[config.mk]
export PLATFORM = sky130hd
export DESIGN_NAME = fetch_unit
export DESIGN_NICKNAME = d
export VERILOG_FILES = /design/src/rtl/fetch_pkg.sv /design/src/rtl/fetch_buffer.sv /design/src/rtl/fetch_unit.sv
export SDC_FILE = /design/constraint.sdc
export NUM_CORES = 1
export LEC_CHECK = 0
export CAP_MARGIN = 25
export CORE_ASPECT_RATIO = 2
export CORE_MARGIN = 2
export CORE_UTILIZATION = 43
export DETAILED_ROUTE_END_ITERATION = 8
export DONT_BUFFER_PORTS = 1
export PLACE_DENSITY = 0.62
export SLEW_MARGIN = 5
export SYNTH_ARGS = -nofsm -noshare
export SYNTH_HDL_FRONTEND = slang
export SYNTH_HIERARCHICAL = 1
export SYNTH_SLANG_ARGS = --single-unit
[constraint.sdc]
create_clock -name clk -period 3.15 [get_ports clk]
set_input_delay 0.945 -clock clk [delete_from_list [all_inputs] [get_ports clk]]
set_output_delay 0.945 -clock clk [all_outputs]
set_load 0.05 [all_outputs]
[src/rtl/fetch_pkg.sv]
// Shared widths, opcode and types for the instruction fetch stage.
package fetch_pkg;

    localparam int ADDR_W = 8;
    localparam int DATA_W = 16;
    localparam logic [3:0] HALT_OPCODE = 4'hF;

    typedef enum logic [1:0] {
        IDLE   = 2'd0,
        RUN    = 2'd1,
        DRAIN  = 2'd2,
        HALTED = 2'd3
    } fetch_state_e;

    typedef struct packed {
        logic [ADDR_W-1:0] pc;
        logic [DATA_W-1:0] data;
    } buf_entry_t;

    function automatic logic is_halt(input logic [DATA_W-1:0] word);
        return (word[DATA_W-1 -: 4] == HALT_OPCODE);
    endfunction

endpackage

[src/rtl/fetch_buffer.sv]
// Two-entry instruction FIFO of {pc, data}. Slot 0 is always the head, so the
// head and valid outputs come straight from registers.
module fetch_buffer
    import fetch_pkg::*;
(
    input  logic       clk,
    input  logic       rst_ni,
    input  logic       push_i,
    input  logic       pop_i,
    input  logic       flush_i,
    input  buf_entry_t push_entry_i,
    output buf_entry_t head_o,
    output logic [1:0] count_o,
    output logic       valid_o
);

    buf_entry_t slot0_q, slot0_d;
    buf_entry_t slot1_q, slot1_d;
    logic [1:0] count_q, count_d;
    logic       valid_q;

    // Next contents: flush wins over push; a pop shifts slot 1 into the head.
    always_comb begin
        slot0_d = slot0_q;
        slot1_d = slot1_q;
        count_d = count_q;
        if (flush_i) begin
            count_d = 2'd0;
        end else begin
            case (count_q)
                2'd0: begin
                    if (push_i) begin
                        slot0_d = push_entry_i;
                        count_d = 2'd1;
                    end else begin
                        count_d = 2'd0;
                    end
                end
                2'd1: begin
                    if (push_i && pop_i) begin
                        slot0_d = push_entry_i;
                    end else if (push_i) begin
                        slot1_d = push_entry_i;
                        count_d = 2'd2;
                    end else if (pop_i) begin
                        count_d = 2'd0;
                    end else begin
                        count_d = 2'd1;
                    end
                end
                2'd2: begin
                    if (pop_i) begin
                        slot0_d = slot1_q;
                        if (push_i) begin
                            slot1_d = push_entry_i;
                        end else begin
                            count_d = 2'd1;
                        end
                    end else begin
                        count_d = 2'd2;
                    end
                end
                default: begin
                    count_d = 2'd0;
                end
            endcase
        end
    end

    // Buffer storage, occupancy and registered valid flag.
    always_ff @(posedge clk or negedge rst_ni) begin
        if (!rst_ni) begin
            slot0_q <= '0;
            slot1_q <= '0;
            count_q <= 2'd0;
            valid_q <= 1'b0;
        end else begin
            slot0_q <= slot0_d;
            slot1_q <= slot1_d;
            count_q <= count_d;
            valid_q <= (count_d != 2'd0);
        end
    end

    assign head_o  = slot0_q;
    assign count_o = count_q;
    assign valid_o = valid_q;

endmodule

[src/rtl/fetch_unit.sv]
// Instruction fetch stage: owns the PC, issues one address per cycle to
// program_memory, buffers returned words and hands them to the decoder.
module fetch_unit #(
    parameter int                ADDR_W    = 8,
    parameter int                DATA_W    = 16,
    parameter logic [ADDR_W-1:0] RESET_PC  = 8'h00,
    parameter int                BUF_DEPTH = 2
) (
    input  logic              clk,
    input  logic              rst,
    input  logic              enable,
    output logic [ADDR_W-1:0] mem_addr,
    input  logic [DATA_W-1:0] mem_data,
    output logic [DATA_W-1:0] instr,
    output logic [ADDR_W-1:0] instr_pc,
    output logic              instr_valid,
    input  logic              instr_ready,
    input  logic              redirect,
    input  logic [ADDR_W-1:0] redirect_pc,
    output logic              halted
);

    import fetch_pkg::*;

    localparam logic [ADDR_W-1:0] PC_ONE = {{(ADDR_W-1){1'b0}}, 1'b1};

    fetch_state_e      state_q, state_d;
    logic [ADDR_W-1:0] pc_q, pc_d;
    logic [ADDR_W-1:0] inflight_pc_q, inflight_pc_d;
    logic              inflight_q, inflight_d;
    logic              halted_q, halted_d;

    logic              pop_s, push_s, issue_s, halt_cap_s, drain_done_s;
    logic              buf_valid_s;
    logic [1:0]        count_s;
    logic [2:0]        demand_s;
    buf_entry_t        push_entry_s, head_s;

    // A response is discarded rather than captured when a redirect lands with it.
    assign pop_s      = buf_valid_s && instr_ready;
    assign push_s     = inflight_q && !redirect;
    assign halt_cap_s = push_s && is_halt(mem_data);

    assign push_entry_s.pc   = inflight_pc_q;
    assign push_entry_s.data = mem_data;

    // Slots committed after this edge if nothing new is issued.
    assign demand_s = {1'b0, count_s} + {2'b00, inflight_q} - {2'b00, pop_s};

    assign issue_s = (state_q == RUN) && !redirect && !halt_cap_s
                     && (demand_s < 3'(BUF_DEPTH));

    assign drain_done_s = (count_s == 2'd0) || ((count_s == 2'd1) && pop_s);

    fetch_buffer u_buffer (
        .clk          (clk),
        .rst_ni       (rst),
        .push_i       (push_s),
        .pop_i        (pop_s),
        .flush_i      (redirect),
        .push_entry_i (push_entry_s),
        .head_o       (head_s),
        .count_o      (count_s),
        .valid_o      (buf_valid_s)
    );

    // Next-state, PC and in-flight tracking.
    always_comb begin
        state_d       = state_q;
        pc_d          = pc_q;
        inflight_d    = 1'b0;
        inflight_pc_d = inflight_pc_q;
        halted_d      = halted_q;
        case (state_q)
            IDLE: begin
                if (redirect) begin
                    pc_d = redirect_pc;
                end else begin
                    pc_d = pc_q;
                end
                if (enable) begin
                    state_d = RUN;
                end else begin
                    state_d = IDLE;
                end
            end
            RUN, DRAIN, HALTED: begin
                if (redirect) begin
                    state_d  = RUN;
                    pc_d     = redirect_pc;
                    halted_d = 1'b0;
                end else if (halt_cap_s) begin
                    state_d = DRAIN;
                end else if ((state_q == DRAIN) && drain_done_s) begin
                    state_d  = HALTED;
                    halted_d = 1'b1;
                end else begin
                    state_d = state_q;
                end
                if (issue_s) begin
                    pc_d          = pc_q + PC_ONE;
                    inflight_d    = 1'b1;
                    inflight_pc_d = pc_q;
                end else begin
                    inflight_d = 1'b0;
                end
            end
            default: begin
                state_d = IDLE;
            end
        endcase
    end

    // Control state registers.
    always_ff @(posedge clk or negedge rst) begin
        if (!rst) begin
            state_q       <= IDLE;
            pc_q          <= RESET_PC;
            inflight_q    <= 1'b0;
            inflight_pc_q <= '0;
            halted_q      <= 1'b0;
        end else begin
            state_q       <= state_d;
            pc_q          <= pc_d;
            inflight_q    <= inflight_d;
            inflight_pc_q <= inflight_pc_d;
            halted_q      <= halted_d;
        end
    end

    assign mem_addr    = pc_q;
    assign instr       = head_s.data;
    assign instr_pc    = head_s.pc;
    assign instr_valid = buf_valid_s;
    assign halted      = halted_q;

endmodule

Yosys cells after proc, flatten, opt, wreduce, memory -nomap -nowiden
Index checks and enable logic that the tools add are counted.

Bitwise gates (word level): 1. Add/subtract/negate cells: 3. Mux-type cells: 29. Reductions and logical operators: 23. $lt $le $gt $ge: 1. Eq/ne operators: 12.

Operators with widths (count): $mux 24 (6); $pmux 24 s3 (1); $pmux 24 s2 (1); $mux 2 (8); $mux 8 (2); $pmux 8 s2 (1); $logic_and 1x1->1 (9); $add 8x1->8 const B (1); $mux 1 (8); $ne 2x2->1 const B (4); $eq 2x2->1 const B (3); $pmux 2 s3 (1); $reduce_bool 2->1 (3); $reduce_and 5->1 (1); $eq 2x1->1 const B (2); $eq 4x4->1 const B (1); $logic_not 2->1 (2); $ne 4x4->1 const B (1); $pmux 2 s2 (1); $reduce_and 4->1 (1); $add 2x1->3 (1); $lt 3x2->1 const B (1); $reduce_and 3->1 (1); $reduce_bool 3->1 (1); 7 further kinds (8).

Output and inout bits: 34. Logic and storage cells: 80. Register bits after elaboration: 71.

Longest topological paths before layout
Gate-level depths: netlist of run 1.

Word-level depth: 8. Gate-level depth with buffers: 10.

Modules after synthesis
Netlist of run 1, hierarchy kept.

Modules (own cells, without submodules): fetch_buffer (area an instance 2451.1 um^2, seq. area each 1276.2 um^2, cells an instance 199, times used 1); fetch_unit (area an instance 1073.5 um^2, seq. area each 500.5 um^2, cells an instance 110, times used 1).

Least setup slack after synthesis of run 1
OpenSTA, ideal clock, no wires.

Path type: input to register. Start: input instr_ready. End: register pc_q[4], in the netlist mem_addr[4]. Arrival: 2.788 ns. Path buffers: 1. Stages on the path: 9. Setup slack: 0.232 ns. Required time: 3.020 ns. Cells stage by stage: and2_1 -> ha_1 -> nand2b_1 -> fa_1 -> and4bb_1 -> o211ai_2 -> buf_6 -> o32ai_1 -> a21oi_1.

Word-level cells in the longest chain between the ends: 6.

RTL lines: from (decl) (RTL line fetch_unit.sv:17) `input logic instr_ready,`; $logic_and 1x1->1 (RTL line fetch_unit.sv:40) `assign pop_s = buf_valid_s && instr_ready;`; $sub 3x1->3 (RTL line fetch_unit.sv:48) `assign demand_s = {1'b0, count_s} + {2'b00, inflight_q} - {2'b00, pop_s};`; $lt 3x2->1 (RTL line fetch_unit.sv:51) `&& (demand_s < 3'(BUF_DEPTH));`; $logic_and 1x1->1 (RTL line fetch_unit.sv:51); $mux 8 (RTL line fetch_unit.sv:100) `if (issue_s) begin`; $pmux 8 s2 (RTL line fetch_unit.sv:74) `case (state_q)`; net pc_d[4] (RTL line fetch_unit.sv:28) `logic [ADDR_W-1:0] pc_q, pc_d;`; to (signal assigned) (RTL line fetch_unit.sv:124) `pc_q <= pc_d;`; to (decl) (RTL line fetch_unit.sv:28).

The timed path passes the listed nets, and every way through them passes these cells. A chain may end at the register's enable or synchronous reset.

Worst setup path in the final report of run 1
Same ends and word-level chain as after synthesis.

==> qor_table.md, run 1 <==
| Quantity | Reported | Unit |
| --- | --- | --- |
| Most used standard cell by instance count after synthesis | nand2_1 | - |
| # clock sinks | 71 | - |
| Unrepaired setup endpoints after global routing | no | - |
| Required arrival time at the worst endpoint | 3350 | ps |
| Syn Nets | 341 | - |
| CTS Buf Count | 9 | - |
| Final hold violation count | 0 | - |
| Placement-stage worst setup slack | 45.8 | ps |
| Worst hold path class | input pin to async pin | - |
| Setup Crit Path Kind | input pin to register | - |
| Core region area | 7940 | µm² |
| Number of enable flip-flop cells after synthesis | 0 | - |
| Final critical path time including I/O delays and setup | 2770 | ps |
| Beginning of the critical path | instr_ready | - |
| Insertion delay to the later sink of the worst-skew pair | 330 | ps |
| TritonCTS clock tree | done | - |
| H-tree Lvls | 3 | - |
| Maxcap violations | 0 | - |
| Global routing met3 resource utilization | 4.78 | % |
| Lkg Pwr | 1.95 | nW |
| Global-route wire length before repair | 11800 | µm |
| Number of nets with antenna violations after routing | 0 | - |
| Cell area power density | 1030 | nW/µm² |
| Fraction of layout instances using a drive strength above 1 | 27.1 | % |
| Register bit count reported by yosys | 71 | - |
| Worst rel slew slack | 58.5 | % |
| Clock-pin slew reported for the worst setup and hold paths after clock tree synthesis | 50 | ps |
| Post-Syn Area per Cell | 11.4 | µm² |
| Max Freq | 361 | MHz |
| Die Span Y | 132 | µm |
| Post-DR wirelength/cell | 17.3 | µm |
| Outcome | complete, no violations | - |
| Slew at the pin closest to its max-slew limit | 623 | ps |
| Via count normalized by instance count | 5.26 | - |
| Via Count | 2192 | - |
| Ys Warns | 6 | - |
| Count of hold-fix buffers inserted at cts | 0 | - |
| Dominant register cell in the synthesized netlist | dfrtp_1 | - |
| Critical path data arrival time | 2970 | ps |
| CP Launch Type | input pin | - |
| CP endpoint kind | register | - |
| Post-CTS Setup Repair Bufs | 0 | - |
| Detailed-router iteration count before antenna repair | 4 | - |
| Synthesized instance count | 309 | - |
| Maximum fanout encountered on the critical timing path | 8 | - |
| Area added between synthesis and finish | 10.0 | % |
| Met2 Track Usage GR | 28.9 | % |
| Total Routing Usage GR | 17.5 | % |
| Slew Limit Fails | 0 | - |
| PnR Total Power | 3.99 | mW |
| Share of the synthesized area in the top cell type | 50.4 | % |
| Sequential element share of the synthesized area | 50.4 | % |
| Slowest CP cell | fa_1 | - |
| Resize count post-CTS | 0 | - |
| Maximum count of clock buffers along a single path | 2 | - |
| Count of distinct cell types in the synthesized netlist | 49 | - |
| Summed negative setup slack over all endpoints | 0 | ps |
| Largest area contributor in the netlist | dfrtp_1 | - |
| Total wire length | 7200 | µm |
| Boundary pin count | 63 | - |
| Busiest grt layer | met2 | - |
| Initial antenna violation count | 0 | - |
| Starting utilization of the core area | 44.4 | % |
| Peak VDD IR | 0.000474 | V |
| Total inserted antenna cells | 0 | - |
| Maximum cell stage delay along the critical path | 480 | ps |
| Die span in x | 68.0 | µm |
| Port Buf Inserts | 0 | - |
| Total standard cell area after synthesis | 3520 | µm² |
| Met1 GRT Util | 20.0 | % |
| Final weighted congestion of routability-driven global placement | 0.776 | - |
| Core Rows | 46 | - |
| Setup WS post-layout | 380 | ps |
| Via count of the first global-routing pass | 2306 | - |
| CTS Root Cell | clkbuf_16 | - |
| Leading post-synthesis cells by cell area | dfrtp_1 50%, mux2_4 17%, nand2_1 10% | - |
| Post-Route Hold Slack | 311 | ps |
| Critical-path cell list | and2_1 > ha_1 > nand2b_1 > fa_1 > and4bb_1 > o211ai_2 > buf_4 > o32ai_1 > a21oi_1 | - |
| Launching point of the worst reg2reg path | u_buffer/valid_o | - |
| Final period utilization | 87.9 | % |
| Initial detailed-routing violation count | 138 | - |
| Post-detailed-route DRC marker count | 0 | - |
| NumNets Final | 350 | - |
| Synth async-reset ratio | 100 | % |
| Half-perimeter wire length of the detailed placement result | 4890 | µm |
| Worst setup skew after layout | 6.44 | ps |
| Pin count of the biggest net entering global routing | 72 | - |
| Final Setup Violations | 0 | - |
| Die footprint | 8980 | µm² |
| Leftover overflow at the end of global routing | 0 | - |
| Most common library cells after synthesis | 96 x nand2_1, 71 x dfrtp_1, 40 x mux2_4 | - |
==> critical path, delay by kind of cell <==
family | cells | cell delay [ps]
AND/OR/NAND/NOR | 3 | 520
buffers and inverters | 1 | 220
adder cells (fa/ha/maj) | 2 | 760
AO/OA/AOI/OAI | 3 | 530
==> power by group <==
part	internal [mW]	leakage [nW]	switching (mW)
Clock	0.565	0.132	0.341
Sequential	1.27	0.902	0.975
Combinational	0.516	0.919	0.325
Total	2.35	1.95	1.64
==> kinds of logic after synthesis <==
kind of cell             after synthesis  synth area share, %
buffers and inverters                 22                 4.30
flip-flops                            71                 50.4
multiplexers                          52                 20.7
XOR/XNOR                               1                0.462
adder cells (fa/ha/maj)                3                 1.28
AO/OA/AOI/OAI                         29                 6.46
AND/OR/NAND/NOR                      131                 16.4
==> state kept, by name, indices dropped and copies added (netlist names) <==
signal,flops
u_buffer/head_o,24
u_buffer/valid_o,1
inflight_q,1
u_buffer/slot1_q,24
inflight_pc_q,8
state_q,2
halted,1
mem_addr,8
u_buffer/count_o,2
==> through the flow <==
stage | utilization (%) | instance area [µm²] | instances
after detailed placement | 45.5 | 3610 | 403
final | 48.8 | 3880 | 417
after CTS | 48.8 | 3880 | 417
after global placement | 45.5 | 3610 | 403
after floorplan | - | 3520 | 309
after global routing | 48.8 | 3880 | 417
==> layout by cell type (no fill, tap or decap), drive strengths merged, types with 2 or more instances in the layout <==
| master | n |
|---|---|
| ha | 2 |
| o22ai | 3 |
| dfrtp | 71 |
| nor3 | 6 |
| nor2 | 10 |
| a31oi | 3 |
| mux2 | 48 |
| nand2 | 97 |
| buf | 12 |
| clkbuf | 13 |
| a21oi | 8 |
| inv | 8 |
| o32ai | 3 |
| and3 | 3 |
| nand2b | 5 |
| o21ai | 4 |
| mux2i | 4 |
==> final timing paths <==
| check | slack, ps | end | cells past startpoint |
|---|---|---|---|
| setup reg to reg | 600 | mem_addr[4] | 9 |
| hold reg to reg | 500 | inflight_pc_q[1] | 2 |
| min in group clk | 500 | inflight_pc_q[1] | 2 |
| setup / recovery | 380 | mem_addr[4] | 9 |
| hold / removal | 310 | u_buffer/slot1_q[8] | 0 |
| max in group asynchronous | 2730 | u_buffer/head_o[20] | 0 |
==> routing by layer <==
layer / wire (µm) / up-vias
met5: 0 / -
met4: 206 / 0
met3: 407 / 12
met2: 3770 / 60
met1: 2810 / 1066
li1: - / 1054
==> area by class of cell <==
type | instances | area [µm²]
clock buffer | 13 | 260
clock inverter | 1 | 5.00
fill | 717 | 4060
inverter | 8 | 30.0
multi-input combinational | 216 | 1600
sequential | 71 | 1780
tap | 96 | 120
timing repair buffer | 12 | 90.1
No activity file was read; power rests on OpenSTA's default activity.
==> inputs of run 2 (changes only) <==
CORE_UTILIZATION = 55   (was 43)
PLACE_DENSITY = 0.74   (was 0.62)
==> qor_table.md, run 2 (same netlist as run 1, synthesis figures left out) <==
| Quantity | Reported | Unit |
| --- | --- | --- |
| Final cell area excluding filler cells | 3880 | µm² |
| Final Setup Violations | 0 | - |
| Count of hold-fix buffers inserted at cts | 0 | - |
| Lkg Pwr | 1.95 | nW |
| Via count normalized by instance count | 5.42 | - |
| Die Span Y | 117 | µm |
| Maximum fanout encountered on the critical timing path | 11 | - |
| Worst rel slew slack | 59.4 | % |
| Post-CTS Setup Repair Bufs | 0 | - |
| Detailed-router iteration count before antenna repair | 4 | - |
| CP endpoint kind | register | - |
| # clock sinks | 71 | - |
| Required arrival time at the worst endpoint | 3350 | ps |
| Maximum count of clock buffers along a single path | 2 | - |
| TritonCTS clock tree | done | - |
| Gate power share | 21.0 | % |
| Worst hold path class | input pin to async pin | - |
| Initial detailed-routing violation count | 147 | - |
| Clock-pin slew reported for the worst setup and hold paths after clock tree synthesis | 50 | ps |
| CTS Root Cell | clkbuf_16 | - |
| Portion of total power attributed to sequential cells | 55.8 | % |
| Setup Crit Path Kind | input pin to register | - |
| Area added between synthesis and finish | 9.98 | % |
| Switching Share | 41.2 | % |
| Insertion delay to the later sink of the worst-skew pair | 320 | ps |
| Die footprint | 7100 | µm² |
| Total inserted antenna cells | 0 | - |
| Via count of the first global-routing pass | 2283 | - |
| Slew Limit Fails | 0 | - |
| Max Freq | 362 | MHz |
| NumNets Final | 348 | - |
| Pin count of the biggest net entering global routing | 72 | - |
| Final critical path time including I/O delays and setup | 2760 | ps |
| Cell area power density | 1030 | nW/µm² |
| Initial antenna violation count | 0 | - |
| Final hold violation count | 0 | - |
| Combined flip-flop and latch cell area | 1780 | µm² |
| PnR Total Power | 4.00 | mW |
| Worst setup skew after layout | 2.96 | ps |
| Boundary pin count | 63 | - |
| Detailed-routed wire length on met3 | 328 | µm |
| Core Rows | 41 | - |
| Clock network power share | 23.2 | % |
| Outcome | complete, no violations | - |
| H-tree Lvls | 3 | - |
| Uppermost routed layer | met4 | - |
| Maxcap violations | 0 | - |
| Filler cell count in the final layout | 533 | - |
| Slew at the pin closest to its max-slew limit | 610 | ps |
| Port Buf Inserts | 0 | - |
| Half-perimeter wire length of the detailed placement result | 4620 | µm |
| Final period utilization | 87.7 | % |
| Core region area | 6260 | µm² |
| Total Routing Usage GR | 20.7 | % |
| Final weighted congestion of routability-driven global placement | 0.815 | - |
| CP Launch Type | input pin | - |
| Met2 wire length | 3590 | µm |
| Leftover overflow at the end of global routing | 0 | - |
| Post-place instance area | 3600 | µm² |
| Via Count | 2205 | - |
| Leading cell types in the layout, fill and taps excluded | 96 x nand2_1, 71 x dfrtp_1, 40 x mux2_4 | - |
| Fraction of layout instances using a drive strength above 1 | 27.1 | % |
| Global-route wire length before repair | 10700 | µm |
| Resize count post-CTS | 0 | - |
| Die span in x | 60.6 | µm |
| Critical path data arrival time | 2970 | ps |
| Post-detailed-route DRC marker count | 0 | - |
| Switching power | 1.65 | mW |
| Unrepaired setup endpoints after global routing | no | - |
| Post-Route Hold Slack | 312 | ps |
| Post-DR wirelength/cell | 16.6 | µm |
| Summed negative setup slack over all endpoints | 0 | ps |
| CTS Buf Count | 9 | - |
| Number of nets with antenna violations after routing | 0 | - |
| Internal power contribution | 2.35 | mW |
| Starting utilization of the core area | 56.3 | % |
| Multi-input combinational cell area | 1600 | µm² |
| Peak VDD IR | 0.000491 | V |
| Most common cell after layout, fill and taps aside | nand2_1 | - |
| Total wire length | 6770 | µm |
| Metal-1 WL | 2740 | µm |
-- run 2: changes by cell type in the layout (fill, tap and decap cells not counted) --
cell	change
clkinvlp_4	+1
buf_12	+1
clkinv_2	+1
buf_4	-3
-- run 2: cell type report --
cell class | instances | area share, %
Clock buffer | 13 | 6.71
Inverter | 8 | 0.775
Clock inverter | 3 | 0.452
Multi-Input combinational cell | 216 | 41.2
Timing Repair Buffer | 10 | 2.26
Tap cell | 86 | 2.78
Sequential cell | 71 | 45.8
-- run 2: worst paths after layout --
kind	cells after the start	end	slack, ps	startpoint
setup / recovery	9	mem_addr[4]	390	instr_ready
hold / removal	0	u_buffer/slot1_q[8]	310	rst
setup reg to reg	9	mem_addr[4]	600	u_buffer/valid_o
hold reg to reg	2	inflight_pc_q[4]	500	inflight_pc_q[4]
max in group asynchronous	0	mem_addr[2]	2720	rst
min in group clk	2	inflight_pc_q[4]	500	inflight_pc_q[4]
-- run 2: per-stage QoR --
stage	util, %	setup slack (ps)	cells
final	61.9	386	407
after CTS	61.9	388	407
after detailed placement	57.5	52.3	391
after global placement	57.5	105	391
after floorplan	-	232	309
after global routing	61.9	252	407
-- run 2: power groups by stage --
| stage | Combinational, mW | Sequential, mW | Clock [mW] |
|---|---|---|---|
| 2_1_floorplan | 0.736 | 2.17 | 0 |
| 3_3_place_gp | 0.813 | 2.24 | 0 |
| 3_5_place_dp | 0.839 | 2.26 | 0 |
| 4_1_cts | 0.849 | 2.24 | 0.955 |
| 5_1_grt | 0.918 | 2.29 | 0.994 |
| 6_report | 0.842 | 2.23 | 0.927 |
-- run 2: layer usage --
| layer | vias up | global-route usage, % |
|---|---|---|
| met5 | - | 0 |
| met4 | 0 | 10.4 |
| met3 | 9 | 6.81 |
| met2 | 49 | 34.2 |
| met1 | 1098 | 23.2 |
| li1 | 1049 | - |
-- run 2: worst max-delay path, cell delays in order --
cell and delay [ps]:
and2_1 140, ha_1 290, nand2b_1 160, fa_1 480
and4bb_1 220, o211ai_2 160, buf_4 210, o32ai_1 280
a21oi_1 70
